==> config.mk <==
export PLATFORM = sky130hd
export DESIGN_NAME = time_set_controller_flat
export DESIGN_NICKNAME = d
export VERILOG_FILES = /design/src/rtl/time_set_controller_if.sv /design/src/rtl/time_set_controller.sv /design/src/flat_wrapper.sv
export SDC_FILE = /design/constraint.sdc
export NUM_CORES = 1
export LEC_CHECK = 0
export ABC_AREA = 1
export BUFFER_PORTS_ARGS = -buffer_cell sky130_fd_sc_hd__clkbuf_2
export CAP_MARGIN = 10
export CORE_ASPECT_RATIO = 1.2
export CORE_MARGIN = 5
export CORE_UTILIZATION = 45
export DETAILED_ROUTE_END_ITERATION = 8
export PLACE_DENSITY = 0.67
export SYNTH_ARGS = -nofsm -noshare
export SYNTH_HDL_FRONTEND = slang
export SYNTH_SLANG_ARGS = --single-unit
==> constraint.sdc <==
create_clock -name clk_pi -period 2 [get_ports clk_pi]
set_input_delay 0.2 -clock clk_pi [delete_from_list [all_inputs] [get_ports clk_pi]]
set_output_delay 0.2 -clock clk_pi [all_outputs]
set_load 0.01 [all_outputs]
==> src/rtl/time_set_controller_if.sv <==
// Button and display bundle between the debouncers, the mode sequencer and the clock/alarm FSMs.
// The slave side is the sequencer itself; the master side drives the button pulses.
interface time_set_controller_if;
  logic       sec_tick_pi;
  logic       mode_btn_pi;
  logic       inc_min_btn_pi;
  logic       inc_hour_btn_pi;
  logic [1:0] mode_po;
  logic [1:0] disp_sel_po;
  logic       blink_en_po;
  logic       clock_hold_po;
  logic       sec_clear_po;
  logic       clk_inc_min_po;
  logic       clk_inc_hour_po;
  logic       al0_inc_min_po;
  logic       al0_inc_hour_po;
  logic       al1_inc_min_po;
  logic       al1_inc_hour_po;

  modport slave (
    input  sec_tick_pi, mode_btn_pi, inc_min_btn_pi, inc_hour_btn_pi,
    output mode_po, disp_sel_po, blink_en_po, clock_hold_po, sec_clear_po,
           clk_inc_min_po, clk_inc_hour_po, al0_inc_min_po, al0_inc_hour_po,
           al1_inc_min_po, al1_inc_hour_po
  );

  modport master (
    output sec_tick_pi, mode_btn_pi, inc_min_btn_pi, inc_hour_btn_pi,
    input  mode_po, disp_sel_po, blink_en_po, clock_hold_po, sec_clear_po,
           clk_inc_min_po, clk_inc_hour_po, al0_inc_min_po, al0_inc_hour_po,
           al1_inc_min_po, al1_inc_hour_po
  );
endinterface

==> src/rtl/time_set_controller.sv <==
// Alarm-clock mode sequencer: RUN / SET_CLOCK / SET_ALARM0 / SET_ALARM1, button steering,
// display select, blink and an idle-seconds timeout back to RUN.
module time_set_controller #(
  parameter int unsigned TIMEOUT_S = 10,
  parameter int unsigned CNT_W     = 8
) (
  input  logic                  clk_pi,
  input  logic                  rst_pi,
  time_set_controller_if.slave  bus
);

  typedef enum logic [1:0] {
    RUN        = 2'd0,
    SET_CLOCK  = 2'd1,
    SET_ALARM0 = 2'd2,
    SET_ALARM1 = 2'd3
  } mode_t;

  // Count value at which the next second tick expires the SET mode.
  localparam logic [CNT_W-1:0] LAST_CNT = (TIMEOUT_S == 0) ? '0 : CNT_W'(TIMEOUT_S - 1);

  mode_t            mode_q, mode_d;
  logic [CNT_W-1:0] idle_q, idle_d;
  logic             sec_clear_q, sec_clear_d;
  logic [5:0]       inc_q, inc_d;   // {clk_min, clk_hour, al0_min, al0_hour, al1_min, al1_hour}
  logic             any_inc;

  // NOTE: state registers use non-blocking assignments so every flop samples pre-edge values.
  always_ff @(posedge clk_pi or posedge rst_pi) begin
    if (rst_pi) begin
      mode_q      <= RUN;
      idle_q      <= '0;
      sec_clear_q <= 1'b0;
      inc_q       <= '0;
    end else begin
      mode_q      <= mode_d;
      idle_q      <= idle_d;
      sec_clear_q <= sec_clear_d;
      inc_q       <= inc_d;
    end
  end

  // NOTE: every variable gets a default first so no path through the block infers a latch.
  always_comb begin
    mode_d  = mode_q;
    idle_d  = idle_q;
    inc_d   = '0;
    any_inc = bus.inc_min_btn_pi | bus.inc_hour_btn_pi;

    if (bus.mode_btn_pi) begin
      // Mode button wins over any coincident inc or tick.
      unique case (mode_q)
        RUN:        mode_d = SET_CLOCK;
        SET_CLOCK:  mode_d = SET_ALARM0;
        SET_ALARM0: mode_d = SET_ALARM1;
        SET_ALARM1: mode_d = RUN;
      endcase
      idle_d = '0;
    end else if (mode_q == RUN) begin
      idle_d = '0;
    end else if (any_inc) begin
      idle_d = '0;
      unique case (mode_q)
        SET_CLOCK:  inc_d[5:4] = {bus.inc_min_btn_pi, bus.inc_hour_btn_pi};
        SET_ALARM0: inc_d[3:2] = {bus.inc_min_btn_pi, bus.inc_hour_btn_pi};
        SET_ALARM1: inc_d[1:0] = {bus.inc_min_btn_pi, bus.inc_hour_btn_pi};
        default:    ;
      endcase
    end else if (bus.sec_tick_pi && (TIMEOUT_S != 0)) begin
      if (idle_q == LAST_CNT) begin
        mode_d = RUN;
        idle_d = '0;
      end else if (idle_q != '1) begin
        idle_d = idle_q + CNT_W'(1);
      end
    end

    // Pulse lands in the first cycle the mode register has left SET_CLOCK.
    sec_clear_d = (mode_q == SET_CLOCK) && (mode_d != SET_CLOCK);
  end

  always_comb begin
    unique case (mode_q)
      SET_ALARM0: bus.disp_sel_po = 2'd1;
      SET_ALARM1: bus.disp_sel_po = 2'd2;
      default:    bus.disp_sel_po = 2'd0;
    endcase
  end

  assign bus.mode_po         = mode_q;
  assign bus.blink_en_po     = (mode_q != RUN);
  assign bus.clock_hold_po   = (mode_q == SET_CLOCK);
  assign bus.sec_clear_po    = sec_clear_q;
  assign bus.clk_inc_min_po  = inc_q[5];
  assign bus.clk_inc_hour_po = inc_q[4];
  assign bus.al0_inc_min_po  = inc_q[3];
  assign bus.al0_inc_hour_po = inc_q[2];
  assign bus.al1_inc_min_po  = inc_q[1];
  assign bus.al1_inc_hour_po = inc_q[0];

endmodule
==> src/flat_wrapper.sv <==
// flat-port wrapper written by rule: the top's interface ports become plain ports
module time_set_controller_flat 
#(
  parameter int unsigned TIMEOUT_S = 10,
  parameter int unsigned CNT_W     = 8
)
  (clk_pi, rst_pi, bus_sec_tick_pi, bus_mode_btn_pi, bus_inc_min_btn_pi, bus_inc_hour_btn_pi, bus_mode_po, bus_disp_sel_po, bus_blink_en_po, bus_clock_hold_po, bus_sec_clear_po, bus_clk_inc_min_po, bus_clk_inc_hour_po, bus_al0_inc_min_po, bus_al0_inc_hour_po, bus_al1_inc_min_po, bus_al1_inc_hour_po);
  time_set_controller_if bus_i ();
  input  logic clk_pi;
  input  logic rst_pi;
  input wire logic [$bits(bus_i.sec_tick_pi)-1:0] bus_sec_tick_pi;
  input wire logic [$bits(bus_i.mode_btn_pi)-1:0] bus_mode_btn_pi;
  input wire logic [$bits(bus_i.inc_min_btn_pi)-1:0] bus_inc_min_btn_pi;
  input wire logic [$bits(bus_i.inc_hour_btn_pi)-1:0] bus_inc_hour_btn_pi;
  output wire logic [$bits(bus_i.mode_po)-1:0] bus_mode_po;
  output wire logic [$bits(bus_i.disp_sel_po)-1:0] bus_disp_sel_po;
  output wire logic [$bits(bus_i.blink_en_po)-1:0] bus_blink_en_po;
  output wire logic [$bits(bus_i.clock_hold_po)-1:0] bus_clock_hold_po;
  output wire logic [$bits(bus_i.sec_clear_po)-1:0] bus_sec_clear_po;
  output wire logic [$bits(bus_i.clk_inc_min_po)-1:0] bus_clk_inc_min_po;
  output wire logic [$bits(bus_i.clk_inc_hour_po)-1:0] bus_clk_inc_hour_po;
  output wire logic [$bits(bus_i.al0_inc_min_po)-1:0] bus_al0_inc_min_po;
  output wire logic [$bits(bus_i.al0_inc_hour_po)-1:0] bus_al0_inc_hour_po;
  output wire logic [$bits(bus_i.al1_inc_min_po)-1:0] bus_al1_inc_min_po;
  output wire logic [$bits(bus_i.al1_inc_hour_po)-1:0] bus_al1_inc_hour_po;
  assign bus_i.sec_tick_pi = bus_sec_tick_pi;
  assign bus_i.mode_btn_pi = bus_mode_btn_pi;
  assign bus_i.inc_min_btn_pi = bus_inc_min_btn_pi;
  assign bus_i.inc_hour_btn_pi = bus_inc_hour_btn_pi;
  assign bus_mode_po = bus_i.mode_po;
  assign bus_disp_sel_po = bus_i.disp_sel_po;
  assign bus_blink_en_po = bus_i.blink_en_po;
  assign bus_clock_hold_po = bus_i.clock_hold_po;
  assign bus_sec_clear_po = bus_i.sec_clear_po;
  assign bus_clk_inc_min_po = bus_i.clk_inc_min_po;
  assign bus_clk_inc_hour_po = bus_i.clk_inc_hour_po;
  assign bus_al0_inc_min_po = bus_i.al0_inc_min_po;
  assign bus_al0_inc_hour_po = bus_i.al0_inc_hour_po;
  assign bus_al1_inc_min_po = bus_i.al1_inc_min_po;
  assign bus_al1_inc_hour_po = bus_i.al1_inc_hour_po;
  time_set_controller #(.TIMEOUT_S(TIMEOUT_S), .CNT_W(CNT_W)) u_core (.clk_pi(clk_pi), .rst_pi(rst_pi), .bus(bus_i));
endmodule
=== Word-level counts from Yosys, hierarchy flattened ===
Index checks and enable logic that the tools add are counted.

* Register bits: 17
* Output and inout bits: 13
* Logic and storage cells: 37

* Add/sub/neg operators: 1
* Equality and inequality tests: 6
* Multiplexer cells: 19
* Bitwise operators: 1
* Reductions and logical operators: 6

{| class="wikitable"
|+ Operators by type and width
! kind !! number
|-
| 8-bit 2-to-1 mux || 6
|-
| 6-bit 2-to-1 mux || 3
|-
| 2-bit 2-to-1 mux || 8
|-
| 8-bit by 1-bit adder with 8-bit output (second input constant) || 1
|-
| 8-bit by 4-bit equality test with 1-bit output (second input constant) || 1
|-
| 8-bit inequality test (second input constant) || 1
|-
| 2-bit one-hot mux with 4 select lines || 1
|-
| 5-bit nonzero test || 1
|-
| 2-bit equality test (second input constant) || 2
|-
| 2-bit one-hot mux with 2 select lines || 1
|-
| 4-bit nonzero test || 1
|-
| 2-bit by 1-bit equality test with 1-bit output (second input constant) || 1
|-
| 2-bit zero test || 1
|-
| 2-bit by 1-bit inequality test with 1-bit output (second input constant) || 1
|-
| 2-bit AND reduction || 1
|-
| 2-bit nonzero test || 1
|-
| 1-bit logical AND || 1
|-
| 1-bit bitwise OR || 1
|}

=== Logic depth before layout (Yosys ltp) ===
* Word-level depth: 8
* Depth in mapped cells: 9
* Mapped depth without buffers: 9

=== Worst setup path before layout ===
No wires, ideal clock.

* Path kind: reg-to-reg
* Start point: reg u_core.mode_q[0], in the netlist u_core.bus.mode_po[0]
* End point: reg u_core.idle_q[7]
* Setup time: 0.074 ns
* Arrival: 1.513 ns
* Data required time: 1.926 ns
* Setup slack: 0.413 ns
* Stages on the path, launching flop included: 10
* Buffers on the path: 0
* Period minus slack after synthesis: 1.587 ns
* Path through: dfrtp_1 > inv_1 > ha_1 > inv_1 > nand3_1 > inv_1 > o21ai_0 > nor2_1 > nand2_1 > o21ai_2

* Longest elaborated chain between the ends: 3

{| class="wikitable"
|+ Ends and longest elaborated chain
! what !! line !! text
|-
| start, declared || time_set_controller.sv:22 || <nowiki>mode_t mode_q, mode_d;</nowiki>
|-
| start signal, assigned || time_set_controller.sv:36 || <nowiki>mode_q <= mode_d;</nowiki>
|-
| 2-bit zero test * || time_set_controller.sv:59 || <nowiki>end else if (mode_q == RUN) begin</nowiki>
|-
| 5-bit nonzero test (no line) (tied with other cells) || n/a ||
|-
| 2-bit AND reduction (no line) / 8-bit 2-to-1 mux (equally long branches) || n/a ||
|-
| end signal, assigned || time_set_controller.sv:37 || <nowiki>idle_q <= idle_d;</nowiki>
|-
| end, declared || time_set_controller.sv:23 || <nowiki>logic [CNT_W-1:0] idle_q, idle_d;</nowiki>
|}

Every way passes the cells marked *; elsewhere a longest branch is shown, timed or not.
A chain may end at the register's enable or synchronous reset.

=== Worst setup path in the final report ===
* Start point: reg u_core.mode_q[0], in the netlist u_core.bus.mode_po[0]
* End point: reg u_core.idle_q[2]

Same word-level chain as after synthesis.

==> impl_results.md <==
* Cell Pwr Density at between 900 and 1000 nW/um2
* Seq pwr share at 44.3%
* Fin area at 1100 um2
* Vias at 791
* Fin worst setup slack at 0.244 ns
* Buffers on Ports at 18
* Dpl hpwl at between 1000 and 1500 um
* Avg WL per Cell at 11.2 um
* Hold Slack at 0.181 ns
* ANT cells at 0
* Final Hold Fails at 0
* Drt pass-1 iters at 5
* Num CTS Buffers at 3
* Reg2Reg Launch Point: u_core.bus.mode_po[0]$_DFF_PP0_
* Slew at the pin with the worst max-slew slack at about 0.63 ns
* Pleak at 0.620 nW
* Max-cap violations at 0
* Die width at 52.1 um
* Final net count at 156
* Synth area leaders: dfrtp_1 (45%), nand2_1 (9.8%), inv_1 (9.4%), ha_1 (9.2%), nor2_1 (5.5%)
* Crit. End Element: register
* HP Class: primary input to register
* Clk Latency, worst-skew pair at 0.30 ns
* CP Data Arrival Time at 1.99 ns
* Crit. Startpoint: u_core.bus.mode_po[0]$_DFF_PP0_
* Commonest cells in the netlist: nand2_1 (25), inv_1 (24), dfrtp_1 (17)
* Die Ht at 60.5 um
* Status: completed
* WHS Path Cells at 3
* Synth top area share at between 40% and 50%
* Min-delay src: bus_inc_hour_btn_pi
* Final TNS setup at 0 ns
* Largest net degree at the start of global routing at 18
* Crit path kind: register to register
* Reg-to-reg slack, setup at ~0.24 ns
* Final GP Congestion at 0.778
* Slew Viols, Final at 0
* Multi-input combinational cell area at 418 um2
* Worst setup SP type: register
* FILL cells at 206
* Net Sw Frac at 39.7%
* Die Area at 3150 um2
* Ys flop type: dfrtp_1
* Total Power at between 1 and 1.5 mW
* Initial antenna violation count at 0
* Maximum clock path buffer count at 2
* Clock share of power at 18.9%
* Synth Cell Area at 956 um2
* Post-route ant nets at 0
* GRT Total Usage at 14.3%
* Final global-route overflow total at 0
* Starting DRT DRC Count at 26
* Drt total wl at about 1900 um
* Comb pwr share at 36.8%
* First-pass GRT wire length at roughly 3300 um
* Area leader, netlist: dfrtp_1
* Post-CTS Setup Inserts at 0
* Synth warn at 0
* Most frequent cell after synthesis: nand2_1
* Post-synthesis net count at approximately 140
* Placed cell area at approximately 1100 um2
* Endpoint, Worst Hold: u_core.inc_q[0]$_DFF_PP0_
* Peak VDD IR at 603 uV
* R2R depth at 9
* Count of cell types in the netlist at 18
* RSZ-0062 raised after global routing: no
* Cts repair resizes at 0
* Cell Int Power at 0.605 mW
* DP Worst Slack at between 0.2 and 0.3 ns
* Worst endpoint required time at 2.23 ns
* Post-synth ARST share at 100%
* Tmin final at 1.76 ns
* Worst-path clk slew at 0.10 ns
* CTS tree: yes
* CORE AREA at between 2000 and 2500 um2
* Vias per cell at between 4 and 5
* FF-to-FF End: u_core.idle_q[2]$_DFFE_PP0P_
* Share of cells above drive strength 1 at 17.6%
* Max Fclk at 569 MHz
* Synthesized flop and latch total at 17
* Non-Filler Instances at between 150 and 200
* CTS Sinks at 17
* Final core utilization at 53.6%
* FF+latch area at approximately 430 um2
* Number of I/O pins at 19
* Syn_area_per_cell at 7.84 um2
* CP Max Fanout at 5
* Syn Inst Count at roughly 120
* Seq/Total Area, Yosys at 44.5%
* EDFF count, synth at 0
* Row count at 18
* Area grow syn2layout at 14.9%
* Vias in the first global route at 790
* CTS root buffer: clkbuf_4
* Final setup fails at 0
* Slew HR at 57.9%
* DRC at 0
* CTS Hold Bufs at 1
* Sw Pwr at 0.399 mW
* Post-Route Skew at 0.00250 ns
* Starting Density at 46.6%
* Placed cells at 167
* Final Cycle Share at between 80% and 90%
* Htree depth at 1
## state kept, by name (all words and copies together), names as in the netlist
register                 flops
u_core.inc_q                 6
u_core.bus.sec_clear_po      1
u_core.idle_q                8
u_core.bus.mode_po           2
## worst max-delay path, cell delays in order (launching register included)
cell and delay (ns):
dfrtp_1 0.45, inv_1 0.10, ha_1 0.21, inv_1 0.12
nand3_1 0.12, inv_1 0.09, o21ai_0 0.11, nor2_1 0.30
nand2_1 0.10, o21ai_1 0.09
## how the worst max path moves through the flow
stage / endpoint / cells after the start
3_5_place_dp: u_core.idle_q[2]$_DFFE_PP0P_ / 9
3_3_place_gp: u_core.idle_q[7]$_DFFE_PP0P_ / 9
2_1_floorplan: u_core.idle_q[7]$_DFFE_PP0P_ / 9
4_1_cts: u_core.idle_q[2]$_DFFE_PP0P_ / 9
5_1_grt: u_core.idle_q[2]$_DFFE_PP0P_ / 9
6_report: u_core.idle_q[2]$_DFFE_PP0P_ / 9
## power groups by stage
stage	sequential [mW]	clock, mW	combinational [mW]
after global routing	0.458	0.212	0.417
after floorplan	0.462	0	0.222
after detailed placement	0.452	0	0.368
after CTS	0.446	0.192	0.372
after global placement	0.445	0	0.366
final	0.444	0.190	0.369
## cells by family after synthesis
group / after synthesis / synth area share (%)
buf+inv: 27 / 11.8
simple gates: 55 / 24.0
fa+ha+maj: 7 / 9.16
xor+xnor: 3 / 2.75
compound gates: 13 / 7.85
flops: 17 / 44.5
## cell type report
class,count,area share (%)
tap,30,3.42
multi-input combinational,78,38.0
clock inverter,1,0.456
sequential,17,38.7
timing repair buffer,19,9.11
clock buffer,3,2.05
inverter,24,8.20
## cells in the final DEF (no fill, tap or decap), drive strengths merged
| cell | count |
|---|---|
| nand2 | 26 |
| inv | 24 |
| clkbuf | 21 |
| dfrtp | 17 |
| nor2 | 14 |
| nand3 | 8 |
| o21ai | 8 |
| ha | 7 |
| nor3 | 6 |
| a21oi | 4 |
| xor2 | 3 |
| o21a | 1 |
| nand4 | 1 |
| clkinv | 1 |
| dlygate4sd3 | 1 |
## metal layers
metal / vias up / routed length, um / global-route usage, %
li1: 411 / - / -
met1: 359 / 893 / 17.7
met2: 16 / 898 / 23.7
met3: 5 / 90 / 3.19
met4: 0 / 40 / 6.74
met5: - / 0 / 0
No activity file was read; power rests on OpenSTA's default activity.
